--- config.mk ---
export PLATFORM = sky130hd
export DESIGN_NAME = rob_commit_ctrl
export DESIGN_NICKNAME = d
export VERILOG_FILES = /design/src/rtl/rob_pkg.sv /design/src/rtl/rob_commit_ctrl.sv
export SDC_FILE = /design/constraint.sdc
export NUM_CORES = 1
export LEC_CHECK = 0
export CAP_MARGIN = 40
export CORE_ASPECT_RATIO = 1.1
export CORE_UTILIZATION = 59
export CTS_CLUSTER_DIAMETER = 40
export CTS_CLUSTER_SIZE = 40
export DETAILED_ROUTE_END_ITERATION = 8
export PLACE_DENSITY_LB_ADDON = 0.15
export SLEW_MARGIN = 15
export SYNTH_ARGS = -nofsm -noshare
export SYNTH_HDL_FRONTEND = slang
export SYNTH_SLANG_ARGS = --single-unit
--- constraint.sdc ---
create_clock -name clk_in -period 6.6 [get_ports clk_in]
set_input_delay 1.32 -clock clk_in [delete_from_list [all_inputs] [get_ports clk_in]]
set_output_delay 1.32 -clock clk_in [all_outputs]
set_load 0.01 [all_outputs]
--- src/rtl/rob_pkg.sv ---
// Shared types for the reorder-buffer commit sequencer.
// The entry struct is used both for storage and for decoding the head entry.
package rob_pkg;

  localparam int ROB_DEPTH = 8;
  localparam int IX_W      = $clog2(ROB_DEPTH);
  localparam int XLEN      = 32;
  localparam int REG_W     = 5;

  typedef logic [IX_W-1:0]  rob_ix_t;
  typedef logic [IX_W:0]    rob_cnt_t;
  typedef logic [REG_W-1:0] reg_addr_t;

  typedef struct packed {
    logic            valid;
    logic            ready;
    reg_addr_t       rd;
    logic            wr_rd;
    logic            branch;
    logic            mispredict;
    logic [XLEN-1:0] data;
  } rob_entry_t;

  // Pointers wrap naturally because ROB_DEPTH is a power of two.
  function automatic rob_ix_t ix_inc(input rob_ix_t ix);
    return ix + rob_ix_t'(1);
  endfunction

endpackage

--- src/rtl/rob_commit_ctrl.sv ---
// In-order commit sequencer: allocates ROB slots, captures CDB results and
// retires the head into the register file, or flushes on a mispredicted branch.
module rob_commit_ctrl
  import rob_pkg::*;
(
  input  logic                             clk_in,
  input  logic                             rst_in,
  input  logic                             alloc_in,
  input  logic [REG_W-1:0]                 alloc_rd_in,
  input  logic                             alloc_wr_rd_in,
  input  logic                             alloc_branch_in,
  output logic                             alloc_ready_out,
  output logic [IX_W-1:0]                  alloc_ix_out,
  input  logic                             cdb_valid_in,
  input  logic [IX_W-1:0]                  cdb_ix_in,
  input  logic [XLEN-1:0]                  cdb_data_in,
  input  logic                             cdb_mispredict_in,
  output logic                             rf_we_out,
  output logic [REG_W-1:0]                 rf_wa_out,
  output logic [XLEN-1:0]                  rf_wd_out,
  output logic [IX_W-1:0]                  rf_wrob_ix_out,
  output logic                             flush_out,
  output logic [ROB_DEPTH-1:0][REG_W-1:0]  flush_addrs_out,
  output logic [IX_W:0]                    count_out
);

  rob_entry_t rob_q [ROB_DEPTH];
  rob_entry_t rob_d [ROB_DEPTH];
  rob_ix_t    head_q, head_d;
  rob_ix_t    tail_q, tail_d;
  rob_cnt_t   count_q, count_d;

  logic                            rf_we_q;
  reg_addr_t                       rf_wa_q;
  logic [XLEN-1:0]                 rf_wd_q;
  rob_ix_t                         rf_wrob_ix_q;
  logic                            flush_q;
  logic [ROB_DEPTH-1:0][REG_W-1:0] flush_addrs_q;
  logic [ROB_DEPTH-1:0][REG_W-1:0] flush_addrs_d;

  rob_entry_t head_ent;
  logic       flush_pend;
  logic       commit;
  logic       alloc_ready;
  logic       alloc_acc;
  rob_ix_t    pack_ix;
  rob_ix_t    pack_k;

  always_comb begin
    head_ent    = rob_q[head_q];
    flush_pend  = head_ent.valid & head_ent.ready & head_ent.branch & head_ent.mispredict;
    commit      = head_ent.valid & head_ent.ready & ~flush_pend;
    alloc_ready = (count_q < rob_cnt_t'(ROB_DEPTH)) && !flush_pend;
    alloc_acc   = alloc_in & alloc_ready;
  end

  // Younger writers are packed densely, oldest first, starting after the branch.
  always_comb begin
    flush_addrs_d = '0;
    pack_k        = '0;
    pack_ix       = '0;
    for (int i = 1; i < ROB_DEPTH; i++) begin
      pack_ix = head_q + rob_ix_t'(i);
      if (rob_q[pack_ix].valid && rob_q[pack_ix].wr_rd) begin
        flush_addrs_d[pack_k] = rob_q[pack_ix].rd;
        pack_k                = pack_k + rob_ix_t'(1);
      end
    end
  end

  always_comb begin
    rob_d   = rob_q;
    head_d  = head_q;
    tail_d  = tail_q;
    count_d = count_q;
    if (flush_pend) begin
      for (int i = 0; i < ROB_DEPTH; i++) begin
        rob_d[i].valid = 1'b0;
      end
      head_d  = ix_inc(head_q);
      tail_d  = ix_inc(head_q);
      count_d = '0;
    end else begin
      if (cdb_valid_in && rob_q[cdb_ix_in].valid) begin
        rob_d[cdb_ix_in].ready      = 1'b1;
        rob_d[cdb_ix_in].data       = cdb_data_in;
        rob_d[cdb_ix_in].mispredict = cdb_mispredict_in;
      end
      if (commit) begin
        rob_d[head_q].valid = 1'b0;
        head_d              = ix_inc(head_q);
      end
      // Full is judged on the registered count, so a same-edge commit never frees the tail.
      if (alloc_acc) begin
        rob_d[tail_q].valid      = 1'b1;
        rob_d[tail_q].ready      = 1'b0;
        rob_d[tail_q].rd         = alloc_rd_in;
        rob_d[tail_q].wr_rd      = alloc_wr_rd_in;
        rob_d[tail_q].branch     = alloc_branch_in;
        rob_d[tail_q].mispredict = 1'b0;
        rob_d[tail_q].data       = '0;
        tail_d                   = ix_inc(tail_q);
      end
      if (alloc_acc && !commit) begin
        count_d = count_q + rob_cnt_t'(1);
      end else if (!alloc_acc && commit) begin
        count_d = count_q - rob_cnt_t'(1);
      end
    end
  end

  always_ff @(posedge clk_in) begin
    if (rst_in) begin
      for (int i = 0; i < ROB_DEPTH; i++) begin
        rob_q[i] <= '0;
      end
      head_q  <= '0;
      tail_q  <= '0;
      count_q <= '0;
    end else begin
      rob_q   <= rob_d;
      head_q  <= head_d;
      tail_q  <= tail_d;
      count_q <= count_d;
    end
  end

  // Retire and flush buses are single-cycle pulses; data fields read zero when idle.
  always_ff @(posedge clk_in) begin
    if (rst_in) begin
      rf_we_q       <= 1'b0;
      rf_wa_q       <= '0;
      rf_wd_q       <= '0;
      rf_wrob_ix_q  <= '0;
      flush_q       <= 1'b0;
      flush_addrs_q <= '0;
    end else begin
      rf_we_q       <= commit & head_ent.wr_rd;
      rf_wa_q       <= commit ? head_ent.rd : '0;
      rf_wd_q       <= commit ? head_ent.data : '0;
      rf_wrob_ix_q  <= commit ? head_q : '0;
      flush_q       <= flush_pend;
      flush_addrs_q <= flush_pend ? flush_addrs_d : '0;
    end
  end

  assign alloc_ready_out = alloc_ready;
  assign alloc_ix_out    = tail_q;
  assign count_out       = count_q;
  assign rf_we_out       = rf_we_q;
  assign rf_wa_out       = rf_wa_q;
  assign rf_wd_out       = rf_wd_q;
  assign rf_wrob_ix_out  = rf_wrob_ix_q;
  assign flush_out       = flush_q;
  assign flush_addrs_out = flush_addrs_q;

endmodule

Word-level counts from Yosys, hierarchy flattened. Index checks and enable logic that the tools add are counted.

Add/subtract/negate cells: 15. Multipliers: 0. Div/mod/pow operators: 0. $lt $le $gt $ge: 26. Equality and inequality tests: 0. Shifts and indexed selects: 0. Muxes and demuxes: 102. Bitwise logic cells: 18. Reduce and logical (&&, ||, !) cells: 29.

Operator list (number): 336-bit bitwise mux (11); 336-bit two-way mux (5); 42-bit demux with 3-bit select (11); 42-bit binary-select mux with 3-bit select (9); 42-bit two-way mux (20); 40-bit two-way mux (7); 40-bit bitwise mux (6); 5-bit demux with 3-bit select (6); 41-bit two-way mux (2); 33-bit two-way mux (2); 32-bit two-way mux (2); 4-bit greater-or-equal comparator, second input constant (10); 3-bit inverter with 4-bit output (10); 35-bit two-way mux (1); 5-bit two-way mux (7); 34-bit two-way mux (1); 3-bit two-way mux (9); 3-bit by 4-bit < comparator with 1-bit output, second input constant (6); 3-bit by 1-bit adder with 3-bit output, second input constant (7); 1-bit logical AND (20); 3-bit by 1-bit greater-or-equal comparator with 1-bit output, second input constant (6); 3-bit adder, second input constant (4); 4-bit by 1-bit < comparator with 1-bit output, second input constant (3); 4-bit two-way mux (2); other kinds (10) (23).

Flip-flop bits (word level): 428. Bits in latches: 0. Bits in writable memories: 0. Memory bits (read-only): 0. Input bits: 47. Word-level logic and storage cells: 262. Memories: 0.

Longest topological paths before layout. Gate-level depths: netlist of run 1.

Depth after elaboration: 23. Gate-level depth with buffers: 26. Depth with buffers taken out: 23.

Least setup slack after synthesis of run 1. OpenSTA, ideal clock, no wires.

Path type: register to register. Start point: reg head_q[1]. End point: reg flush_addrs_q (netlist bit flush_addrs_out[2]). Library setup time: 0.086 ns. Data arrival time: 5.955 ns. Required time: 6.514 ns. Path slack: 0.559 ns. Stages on the path, launching flop included: 25. Buffers on the path: 5. Period minus slack after synthesis: 6.041 ns. Cells stage by stage: dfxtp_1 buf_4 inv_2 ha_1 mux4_2 mux2i_1 buf_2 inv_1 buf_1 fa_1 clkbuf_1 clkinv_1 and4_4 nor4_4 inv_4 ha_1 nor2_1 a31oi_1 ha_1 mux2_2 a21oi_1 and3b_1 buf_6 a21oi_1 a221oi_2.

Cells in the longest elaborated chain, start to end: 23.

Ends and longest elaborated chain: start: declaration (line rob_commit_ctrl.sv:29) `rob_ix_t head_q, head_d;`; start signal: assignment (line rob_commit_ctrl.sv:117) `head_q <= '0;`; start signal: assignment (line rob_commit_ctrl.sv:122) `head_q <= head_d;`; 3-bit by 1-bit adder with 3-bit output (line rob_commit_ctrl.sv:63) `pack_ix = head_q + rob_ix_t'(i);`; 3-bit inverter with 4-bit output (not written as such) (line rob_commit_ctrl.sv:64, rob_commit_ctrl.sv:65); 42-bit binary-select mux with 3-bit select (line rob_commit_ctrl.sv:64, rob_commit_ctrl.sv:65); 42-bit two-way mux (not written as such) (2 in series) (line rob_commit_ctrl.sv:65) `flush_addrs_d[pack_k] = rob_q[pack_ix].rd;`; 1-bit logical AND (line rob_commit_ctrl.sv:64) `if (rob_q[pack_ix].valid && rob_q[pack_ix].wr_rd) begin`; 1-bit two-way mux (line rob_commit_ctrl.sv:64); 3-bit by 1-bit adder with 3-bit output, or another cell as far along (line rob_commit_ctrl.sv:66) `pack_k = pack_k + rob_ix_t'(1);`; 3-bit two-way mux or 1-bit logical AND (tied branches) (line rob_commit_ctrl.sv:64, rob_commit_ctrl.sv:65); (+6 left out); 3-bit by 1-bit adder with 3-bit output, or another cell as far along (line rob_commit_ctrl.sv:66); 3-bit two-way mux, or another cell as far along (line rob_commit_ctrl.sv:64); 3-bit by 4-bit < comparator with 1-bit output (not written as such), or another cell as far along (line rob_commit_ctrl.sv:65); 1-bit logical AND (not written as such), or another cell as far along (line rob_commit_ctrl.sv:65); 5-bit two-way mux (not written as such) or 40-bit bitwise mux (tied branches) (line rob_commit_ctrl.sv:65); 5-bit demux with 3-bit select or 40-bit two-way mux (tied branches) (line rob_commit_ctrl.sv:65, rob_commit_ctrl.sv:64); 40-bit bitwise mux (line rob_commit_ctrl.sv:65); 40-bit two-way mux (line rob_commit_ctrl.sv:64); end signal: assignment (line rob_commit_ctrl.sv:143) `flush_addrs_q <= flush_pend ? flush_addrs_d : '0;`; end: declaration (line rob_commit_ctrl.sv:38) `logic [ROB_DEPTH-1:0][REG_W-1:0] flush_addrs_q;`.

Parallel ways exist; a longest one is shown, timed or not. The select of a mux whose other input is x is not followed. A chain may end at the register's enable or synchronous reset.

Final worst setup path of run 1.
Start point: reg head_q[0]. End point: reg flush_addrs_q (netlist bit flush_addrs_out[2]).

Same word-level chain as after synthesis.

==> results of run 1 <==
what timing repair did:
action | in CTS | in global routing
endpoints found under the setup margin | 0 | 6
resized for setup | 0 | 1
endpoints found under the hold margin | 0 | 0
placed cells by master (no fill, tap or decap), types with 7 or more instances in the layout:
master	netlist	final
or3_1	7	7
nand4_1	7	7
ha_1	18	18
a211oi_1	7	7
bufinv_16	0	9
nand2_1	196	196
mux4_2	118	118
and2_1	16	16
dfxtp_1	428	425
nor2_1	129	122
clkdlybuf4s50_1	0	135
a31oi_1	9	9
o21a_1	15	15
nor2_2	2	9
or2_2	8	8
and3_1	8	8
buf_4	2	48
nor3_1	25	22
o221ai_1	20	20
o211ai_1	28	28
inv_6	0	7
clkbuf_16	0	48
nand2b_1	11	11
mux2_2	26	26
a21oi_1	118	115
nand3_1	32	32
mux2i_1	81	81
inv_1	16	15
a22oi_1	7	7
a22o_1	267	267
o21ai_0	20	20
a211o_1	7	7
xnor2_1	9	9
path summary, 6_finish.rpt:
kind	endpoint	slack [ns]	cells after the start
setup reg to reg	flush_addrs_out[2]	0.52	22
hold / removal	rob_q[91]	0.47	1
setup / recovery	flush_addrs_out[2]	0.52	22
hold reg to reg	rob_q[91]	0.47	1
through the flow:
stage,util,instances
2_1_floorplan,-,1908
3_3_place_gp,0.648,2338
3_5_place_dp,0.649,2340
4_1_cts,0.702,2427
5_1_grt,0.703,2428
6_report,0.703,2428
sequential cells by signal, summed over array words and instances (netlist names):
register	flops
rf_wa_out	5
flush_addrs_out	40
rf_wd_out	32
alloc_ix_out	3
rob_q	336
rf_we_out	1
count_out	4
flush_out	1
rf_wrob_ix_out	3
head_q	3
power by group:
part | switching, mW | internal, mW
Combinational | 0.243 | 0.164
Clock | 1.16 | 1.77
Sequential | 0.0464 | 2.62
Total | 1.45 | 4.55
cell type report:
cell class,instances,area (um2),area share
Clock inverter,34,512,0.0219
Clock buffer,53,1260,0.0538
Sequential cell,428,8580,0.366
Multi-Input combinational cell,1274,10700,0.456
Inverter,21,81.3,0.00347
Timing Repair Buffer,186,1770,0.0757
Tap cell,432,541,0.0231
critical path, stage by stage, from the launching register on:
cell      delay, ns
dfxtp_4        0.34
inv_2          0.07
ha_1           0.52
or4bb_1        0.55
nand4_1        0.14
mux2_2         0.32
clkinv_1       0.28
ha_1           0.31
and2_1         0.17
a22o_1         0.32
nor2_1         0.14
ha_1           0.23
nand2_1        0.12
nand2_1        0.11
ha_1           0.30
nor2_1         0.04
a31oi_1        0.36
ha_1           0.31
mux2_2         0.27
a21oi_2        0.32
and3b_1        0.44
a21oi_1        0.10
a221oi_2       0.23
cells by family (layout without fill, tap and decap cells):
group / count (synthesis) / in the layout / synth area share
muxes: 231 / 231 / 0.193
xor gates and xnor gates: 14 / 14 / 0.00650
AOI/OAI and AO/OA: 529 / 529 / 0.203
buffers and inverters: 206 / 294 / 0.0445
adders and majority gates: 20 / 20 / 0.0133
and+or+nand+nor: 480 / 480 / 0.112
DFF: 428 / 428 / 0.428
layer usage:
layer,vias up,global-route usage,share of wire
met1,8158,0.436,0.40
met5,-,0,0.00043
met4,4,0.148,0.036
met2,829,0.563,0.49
met3,162,0.0541,0.075
li1,7272,-,-
==> impl_results.md, run 1 <==
- Die extent in y: 195 um
- Period minus WS final: 6.08 ns
- Syn Area/Cell: 10.5 um2
- Min-Delay Startpoint: rob_q[91]
- Cell area after layout: 23400 um2
- Max FO, Critical Path: 16
- Period Utilization, post-route: 0.921
- VDD IR max: 0.000235 V
- Commonest cells post-synth: dfxtp_1, a22o_1, nand2_1, nor2_1
- Synth Warn #: 0
- Largest net degree at the start of global routing: 52
- EDFF count, synth: 0
- Cell area power density: 256 nW/um2
- GRT overflow: 0
- ANT cells: 0
- Max-cap viol count: 0
- Final net count: 2025
- Post-Synthesis Cells: 1908
- Initial Util: 0.601
- Design Power: 6.00 mW
- WL final: 58500 um
- Die W: 178 um
- Initial antenna violation count: 2
- RSZ-0062 raised after global routing: no
- Drt first-iter violations: 1644
- Vias/cell: 6.76
- Setup crit start: head_q[0]
- I/O pin total: 137
- Final setup vio count: 0
- Status: finished clean
- CTS tree: done
- Vias in the first global route: 16169
- Max-Slew Margin vs Limit: 0.377
- Leakage: 8.29 nW
- Half-perimeter wire length after detailed placement: 36200 um
- First-pass iteration count of the detailed router: 5
- Post-Place Setup Slack: 0.461 ns
- First-pass GRT wire length: 92000 um
- Worst-case clock buffer depth: 3
- Total GRT Usage: 0.339
- Gpl congestion: 0.979
- Clk slew on worst S/H paths: 0.07 ns
- Hold slack: 0.469 ns
- Mapped Area: 20000 um2
- Fin Clk Skew: 0.0223 ns
- Synth top area cells: dfxtp_1, mux4_2, a22o_1
- Die area: 34700 um2
- Slew @ Worst Pin: 0.934 ns
- CP Data Arrival Time: 6.57 ns
- Min-delay worst type: reg -> reg
- Setup TNS: 0 ns
- CTS H-tree lvls: 2
- Type of origin of the critical path: flop
- ANT nets after route: 0
- Top-count cell post-synth: dfxtp_1
- Row cnt: 70
- Fillers: 2457
- Crit Path Class: reg -> reg
- Core area: 33300 um2
- CTS Hold Bufs: 0
- Area delta synth->final: 17.0%
- Async set-reset flop share out of synthesis: 0
- Yosys cell types: 74
- Area of placed instances: 21600 um2
- CP Capture Type: flop
- Final WS setup: 0.519 ns
- Post-CTS Setup Bufs: 0
- WP data required: 7.08 ns
- Maximum clock frequency: 164 MHz
- Via count: 16425
- Reg2reg start: head_q[0]
- Num CTS Buffers: 47
- Sink Count: 428
- Final Slew Violations: 0
- Mapped Nets: 1975
- Root buf cell: clkbuf_16
- Sequential share of the synthesized area: 0.428
- WL/cell: 24.1 um
- Ratio of cells with drive above 1 in the final layout: 0.171
- Dominant synthesized flop cell: dfxtp_1
- PortBufs: 136
- Final hold violation count: 0
- Later-pin clock latency in the skew report: 0.57 ns
- #FFs+latches synth: 428
- DRC errors left: 0
- Top-area cell type share of the netlist area: 0.428
- Area leader, netlist: dfxtp_1
No activity file was read; power rests on OpenSTA's default activity.
==> run 2: changes to the inputs <==
--- a/config.mk
+++ b/config.mk
@@ -5,13 +5,14 @@
 export SDC_FILE = /design/constraint.sdc
 export NUM_CORES = 1
 export LEC_CHECK = 0
-export CAP_MARGIN = 40
 export CORE_ASPECT_RATIO = 1.1
 export CORE_UTILIZATION = 59
 export CTS_CLUSTER_DIAMETER = 40
 export CTS_CLUSTER_SIZE = 40
 export DETAILED_ROUTE_END_ITERATION = 8
+export GPL_ROUTABILITY_DRIVEN = 0
 export PLACE_DENSITY_LB_ADDON = 0.15
+export RECOVER_POWER = 50
 export SLEW_MARGIN = 15
 export SYNTH_ARGS = -nofsm -noshare
 export SYNTH_HDL_FRONTEND = slang
==> run 2 against run 1 <==
  * Non-clock buffer count fell by 5
  * Highest routed layer unchanged
  * Sequential cell count did not move
  * Die area is the same
  * Sequential share of layout area up 0.27 points
  * Clock power is 4% lower
  * Final area fell by 0.78%
  * Wire length barely moved
  * Maximum frequency shrank 1.8%
  * Utilization is 0.55 points lower
  * Sequential power about the same
  * Register-to-register slack worse by 0.11 ns
  * The flow now finishes with violations (max-capacitance violations, max-slew violations)
==> impl_results.md, run 2 (synthesis results as in run 1) <==
- Commonest non-fill, non-tap cell in the layout: dfxtp_1 (unchanged)
- Worst-case clock buffer depth: 3 (unchanged)
- Maximum clock frequency: 161 MHz (was 164 MHz)
- Die area: 34700 um2 (unchanged)
- R2R cell count: 23 (was 22)
- Ratio of cells with drive above 1 in the final layout: 0.161 (was 0.171)
- Status: finished with violations (was finished clean)
- First-pass GRT wire length: 91800 um (was 92000 um)
- CP peak stage delay: 0.55 ns (about the same)
- Final std cells w/o fill: 2426 (was 2428)
- Initial Util: 0.601 (unchanged)
- Most frequent cells in the layout: dfxtp_1, a22o_1, nand2_1 (unchanged)
- VDD IR max: 0.000227 V (was 0.000235 V)
- Area of placed instances: 21600 um2 (about the same)
- Core area: 33300 um2 (unchanged)
- Combinational share of power: 0.068 (about the same)
- Net Sw Frac: 0.245 (was 0.241)
- Crit Path Class: reg -> reg (unchanged)
- CP Capture Type: flop (unchanged)
- Num CTS Buffers: 49 (was 47)
- Critical Path Most Common Cell: ha_1 (unchanged)
- Period minus WS final: 6.19 ns (was 6.08 ns)
- Cell area power density: 252 nW/um2 (was 256 nW/um2)
- Leakage: 8.50 nW (was 8.29 nW)
- Final net count: 2022 (was 2025)
- Vias/cell: 6.84 (was 6.76)
- Sw Pwr: 1.43 mW (was 1.45 mW)
- Sink Count: 428 (unchanged)
- Root buf cell: clkbuf_16 (unchanged)
- Die W: 178 um (unchanged)
- Area delta synth->final: 16.1% (was 17.0%)
- CTS H-tree lvls: 2 (unchanged)
- RSZ-0062 raised after global routing: no (unchanged)
- Initial antenna violation count: 3 (was 2)
- Int Pwr: 4.43 mW (was 4.55 mW)
- Largest net degree at the start of global routing: 134 (was 52)
- Max FO, Critical Path: 14 (was 16)
- CTS tree: done (unchanged)
- Failing checks: max-capacitance violations, max-slew violations
- Design Power: 5.86 mW (was 6.00 mW)
- Max-cap viol count: 4 (was 0)
- Worst hold path depth: 1 (unchanged)
- Half-perimeter wire length after detailed placement: 35600 um (was 36200 um)
- Drt first-iter violations: 1676 (was 1644)
- Type of origin of the critical path: flop (unchanged)
- Clk slew on worst S/H paths: 0.06 ns (was 0.07 ns)
- Row cnt: 70 (unchanged)
- Setup TNS: 0 ns (unchanged)
- WL final: 58400 um (was 58500 um)
- Cell area after layout: 23200 um2 (was 23400 um2)
- WL/cell: 24.1 um (about the same)
- Final setup vio count: 0 (unchanged)
- Die extent in y: 195 um (unchanged)
- Period Utilization, post-route: 0.938 (was 0.921)
- PortBufs: 136 (unchanged)
- Post-CTS Setup Bufs: 0 (unchanged)
- Final hold violation count: 0 (unchanged)
- Placed insts: 2336 (was 2340)
- GRT overflow: 0 (unchanged)
- Delay-heaviest family, CP: simple AND/OR/NAND/NOR gates (unchanged)
- Final Slew Violations: 98 (was 0)
- Max reg flops: 336 (unchanged)
- Via count: 16598 (was 16425)
- Min-delay worst type: reg -> reg (unchanged)
- WP data required: 7.07 ns (was 7.08 ns)
- ANT nets after route: 0 (unchanged)
- DRC errors left: 0 (unchanged)
- Max-Slew Margin vs Limit: -0.214 (was 0.377)
- CTS Hold Bufs: 0 (unchanged)
- Post-Route Utilization: 0.698 (was 0.703)
- Final WS setup: 0.407 ns (was 0.519 ns)
- Total GRT Usage: 0.339 (about the same)
- Top reg by flops: rob_q (unchanged)
- I/O pin total: 137 (unchanged)
- Vias in the first global route: 16363 (was 16169)
- Hold slack: 0.471 ns (was 0.469 ns)
- Sequential group share of total power: 0.455 (was 0.444)
- First-pass iteration count of the detailed router: 9 (was 5)
- WP depth: 23 (was 22)
- WP buf/inv: 2 (unchanged)
- Crit path cell chain: inv_2 > ha_1 > or4bb_1 > nand4_1 > mux2_2 > clkinv_1 > ha_1 > and2_1 > a22o_1 > nor2_1 > ha_1 > nand2_1 > nand2_1 > ha_1 > nor2_1 > a31oi_1 > ha_1 > nand2_1 > xnor2_1 > xnor2_2 > and3b_1 > a211o_1 > a21oi_2 (was inv_2 > ha_1 > or4bb_1 > nand4_1 > mux2_2 > clkinv_1 > ha_1 > and2_1 > a22o_1 > nor2_1 > ha_1 > nand2_1 > nand2_1 > ha_1 > nor2_1 > a31oi_1 > ha_1 > mux2_2 > a21oi_2 > and3b_1 > a21oi_1 > a221oi_2)
- Post-Place Setup Slack: 0.321 ns (was 0.461 ns)
- Slowest-stage cell, CP: or4bb_1 (unchanged)
- Slew @ Worst Pin: 1.82 ns (was 0.934 ns)
- CP Data Arrival Time: 6.66 ns (was 6.57 ns)
- Clock power frac: 0.478 (was 0.488)
- Fin Clk Skew: 0.0258 ns (was 0.0223 ns)
- Later-pin clock latency in the skew report: 0.57 ns (about the same)
-- run 2: worst paths after layout --
check / from / to / slack (ns)
max: head_q[0] / flush_addrs_out[4] / 0.41
min: rob_q[96] / rob_q[96] / 0.47
max reg2reg: head_q[0] / flush_addrs_out[4] / 0.41
min reg2reg: rob_q[96] / rob_q[96] / 0.47
-- run 2: area by class of cell --
class,count,area (um2)
Timing Repair Buffer,181,1680
Antenna cell,1,2.50
Multi-Input combinational cell,1274,10700
Inverter,21,81.3
Clock inverter,33,383
Clock buffer,56,1310
Sequential cell,428,8570
Fill cell,2501,10100
Tap cell,432,541
-- run 2: metal layers --
layer,vias to the layer above,track usage,wire length [um]
li1,7261,-,-
met1,8280,0.435,23200
met2,881,0.567,28700
met3,174,0.0479,4180
met4,2,0.150,2310
met5,-,0,13
-- run 2: worst register-to-register path, delay by kind of cell (launching register included) --
kind | cells | cell delay [ns]
AND/OR/NAND/NOR | 9 | 1.69
adder cells (fa/ha/maj) | 5 | 1.57
AO/OA/AOI/OAI | 4 | 1.16
XOR/XNOR | 2 | 0.62
flip-flops | 1 | 0.37
buffers and inverters | 2 | 0.35
multiplexers | 1 | 0.32
-- run 2: repair_timing --
item,4_1_cts,5_1_grt
resized for setup,0,3
hold endpoints to repair,0,0
endpoints found under the setup margin,0,36
-- run 2: power groups by stage --
stage                     Sequential, mW  Clock [mW]  Combinational [mW]
after global routing                2.67        2.94               0.421
after floorplan                     2.71           0               0.246
after CTS                           2.66        2.82               0.402
after global placement              2.72           0               0.391
after detailed placement            2.72           0               0.398
final                               2.67        2.80               0.396
==> run 3: changes to the inputs <==
--- a/config.mk
+++ b/config.mk
@@ -6,6 +6,7 @@
 export NUM_CORES = 1
 export LEC_CHECK = 0
 export CORE_ASPECT_RATIO = 1.1
+export CORE_MARGIN = 4
 export CORE_UTILIZATION = 59
 export CTS_CLUSTER_DIAMETER = 40
 export CTS_CLUSTER_SIZE = 40
==> run 3 against run 2 <==
  * The flow still finishes with violations (max-capacitance violations, max-slew violations)
  * Total power shrank 2.3%
  * First-iteration DRC count is 2.6% lower
  * Maximum frequency up 0.49%
  * Largest power group unchanged
  * Highest routed layer unchanged
==> impl_results.md, run 3 (synthesis results as in run 1) <==
- Setup TNS: 0 ns (unchanged)
- Critical Path Most Common Cell: ha_1 (unchanged)
- Later-pin clock latency in the skew report: 0.57 ns (about the same)
- Leakage: 8.44 nW (was 8.50 nW)
- Multi-input logic area: 10700 um2 (about the same)
- DRC errors left: 0 (unchanged)
- CP peak stage delay: 0.77 ns (was 0.55 ns)
- Root buf cell: clkbuf_16 (unchanged)
- R2R Setup Slk: 0.44 ns (was 0.41 ns)
- Cell area after layout: 23100 um2 (was 23200 um2)
- WL/cell: 24.1 um (about the same)
- Cell area power density: 248 nW/um2 (was 252 nW/um2)
- Hold EP: rob_q[94] (was rob_q[96])
- Top reg by flops: rob_q (unchanged)
- Post-cts sizing count: 0 (unchanged)
- Vias in the first global route: 16213 (was 16363)
- Num CTS Buffers: 45 (was 49)
- Post-CTS Setup Bufs: 0 (unchanged)
- Drt first-iter violations: 1632 (was 1676)
- Maximum clock frequency: 162 MHz (was 161 MHz)
- First-pass GRT wire length: 91800 um (about the same)
- Net Sw Frac: 0.258 (was 0.245)
- Core area: 33400 um2 (was 33300 um2)
- Row cnt: 70 (unchanged)
- R2R cell count: 20 (was 23)
- Die W: 184 um (was 178 um)
- Via count: 16553 (was 16598)
- Initial Util: 0.600 (was 0.601)
- WL final: 58200 um (was 58400 um)
- Reg2reg start: head_q[0] (unchanged)
- Worst hold path depth: 1 (unchanged)
- Design Power: 5.73 mW (was 5.86 mW)
- Sink Count: 428 (unchanged)
- Period minus WS final: 6.16 ns (was 6.19 ns)
- Largest net degree at the start of global routing: 80 (was 134)
- Fin Clk Skew: 0.0191 ns (was 0.0258 ns)
- Clock power frac: 0.466 (was 0.478)
- GRT overflow: 0 (unchanged)
- PortBufs: 136 (unchanged)
- I/O pin total: 137 (unchanged)
- Post-Place Setup Slack: 0.330 ns (was 0.321 ns)
- Slew @ Worst Pin: 3.17 ns (was 1.82 ns)
- Max-cap viol count: 2 (was 4)
- Final hold violation count: 0 (unchanged)
- CP Data Arrival Time: 6.64 ns (was 6.66 ns)
- CTS H-tree lvls: 2 (unchanged)
- Die extent in y: 201 um (was 195 um)
- Vias/cell: 6.84 (about the same)
- Final net count: 2018 (was 2022)
- RSZ-0062 raised after global routing: no (unchanged)
- Half-perimeter wire length after detailed placement: 36000 um (was 35600 um)
- Clk slew on worst S/H paths: 0.07 ns (was 0.06 ns)
- Failing checks: max-capacitance violations, max-slew violations (unchanged)
- Final setup vio count: 0 (unchanged)
- Commonest non-fill, non-tap cell in the layout: dfxtp_1 (unchanged)
- Total GRT Usage: 0.308 (was 0.339)
- Ratio of cells with drive above 1 in the final layout: 0.160 (was 0.161)
- Sw Pwr: 1.48 mW (was 1.43 mW)
- WP data required: 7.08 ns (was 7.07 ns)
- Most frequent cells in the layout: dfxtp_1, a22o_1, nand2_1 (unchanged)
- Period Utilization, post-route: 0.934 (was 0.938)
- CP Capture Type: flop (unchanged)
- Max reg flops: 336 (unchanged)
- Max-Slew Margin vs Limit: -1.11 (was -0.214)
- Area delta synth->final: 15.5% (was 16.1%)
- Min-Delay Startpoint: rob_q[94] (was rob_q[96])
- Die area: 36900 um2 (was 34700 um2)
- Register area: 8580 um2 (was 8570 um2)
- Final Slew Violations: 68 (was 98)
- CTS tree: done (unchanged)
- First-pass iteration count of the detailed router: 5 (was 9)
- RR Endpoint: flush_addrs_out[4] (unchanged)
- Slowest-stage cell, CP: fa_1 (was or4bb_1)
- Final WS setup: 0.437 ns (was 0.407 ns)
- Fillers: 2493 (was 2501)
- Worst-case clock buffer depth: 3 (unchanged)
- Area of placed instances: 21600 um2 (about the same)
- Initial antenna violation count: 5 (was 3)
- Combinational share of power: 0.069 (was 0.068)
- Max FO, Critical Path: 14 (unchanged)
- CTS Hold Bufs: 0 (unchanged)
- ANT nets after route: 0 (unchanged)
- Status: finished with violations (unchanged)
- Crit Path Class: reg -> reg (unchanged)
- Type of origin of the critical path: flop (unchanged)
- Crit path cell chain: inv_2 > ha_1 > mux4_2 > mux2i_1 > inv_1 > fa_1 > clkinv_1 > and4_4 > nor4_4 > inv_4 > ha_1 > nor2_1 > a31oi_1 > ha_1 > nand2_1 > xnor2_1 > xnor2_2 > and3b_1 > a211o_1 > a21oi_2 (was inv_2 > ha_1 > or4bb_1 > nand4_1 > mux2_2 > clkinv_1 > ha_1 > and2_1 > a22o_1 > nor2_1 > ha_1 > nand2_1 > nand2_1 > ha_1 > nor2_1 > a31oi_1 > ha_1 > nand2_1 > xnor2_1 > xnor2_2 > and3b_1 > a211o_1 > a21oi_2)
- VDD IR max: 0.000271 V (was 0.000227 V)
- Setup crit start: head_q[0] (unchanged)
- Int Pwr: 4.25 mW (was 4.43 mW)
- Min-delay worst type: reg -> reg (unchanged)
- Sequential group share of total power: 0.465 (was 0.455)
[run 3: how the worst max path moves through the flow]
stage,depth (start not counted),slack (ns),to
after floorplan,24,0.56,flush_addrs_out[2]
after global placement,20,0.55,flush_addrs_out[0]
after detailed placement,20,0.33,flush_addrs_out[1]
after CTS,20,0.32,flush_addrs_out[4]
after global routing,20,0.04,flush_addrs_out[4]
final,20,0.44,flush_addrs_out[4]
[run 3: worst max-delay path: cells and delay by family (launching register included)]
family / cells / cell delay, ns
DFF: 1 / 0.35
xor gates and xnor gates: 2 / 0.64
muxes: 2 / 0.70
AOI/OAI and AO/OA: 3 / 0.75
and+or+nand+nor: 5 / 1.09
buffers and inverters: 4 / 0.64
adders and majority gates: 4 / 1.90
[run 3: routing by layer]
layer | up-vias | GRT usage | part of all wire
met3 | 192 | 0.0548 | 0.079
met2 | 858 | 0.506 | 0.49
met1 | 8226 | 0.400 | 0.39
met4 | 8 | 0.130 | 0.041
li1 | 7269 | - | -
met5 | - | 0 | 0.00086
[run 3: area by class of cell]
type	instances	area share
Multi-Input combinational cell	1274	0.461
Sequential cell	428	0.371
Timing Repair Buffer	181	0.0714
Clock buffer	51	0.0523
Tap cell	432	0.0234
Clock inverter	32	0.0172
Inverter	21	0.00352
Antenna cell	1	0.000108
[run 3: power groups by stage]
stage	clock network (mW)	logic (mW)	registers (mW)
CTS	2.69	0.404	2.66
global placement	0	0.394	2.72
global route	2.81	0.424	2.67
floorplan	0	0.246	2.71
finish	2.67	0.398	2.66
detailed placement	0	0.402	2.72
[run 3: through the flow]
step / hold slack (ns) / utilization / std cells
after floorplan: 0.437 / - / 1908
after global placement: 0.450 / 0.646 / 2336
after detailed placement: 0.449 / 0.646 / 2336
after CTS: 0.472 / 0.694 / 2419
after global routing: 0.484 / 0.693 / 2420
final: 0.473 / 0.693 / 2420
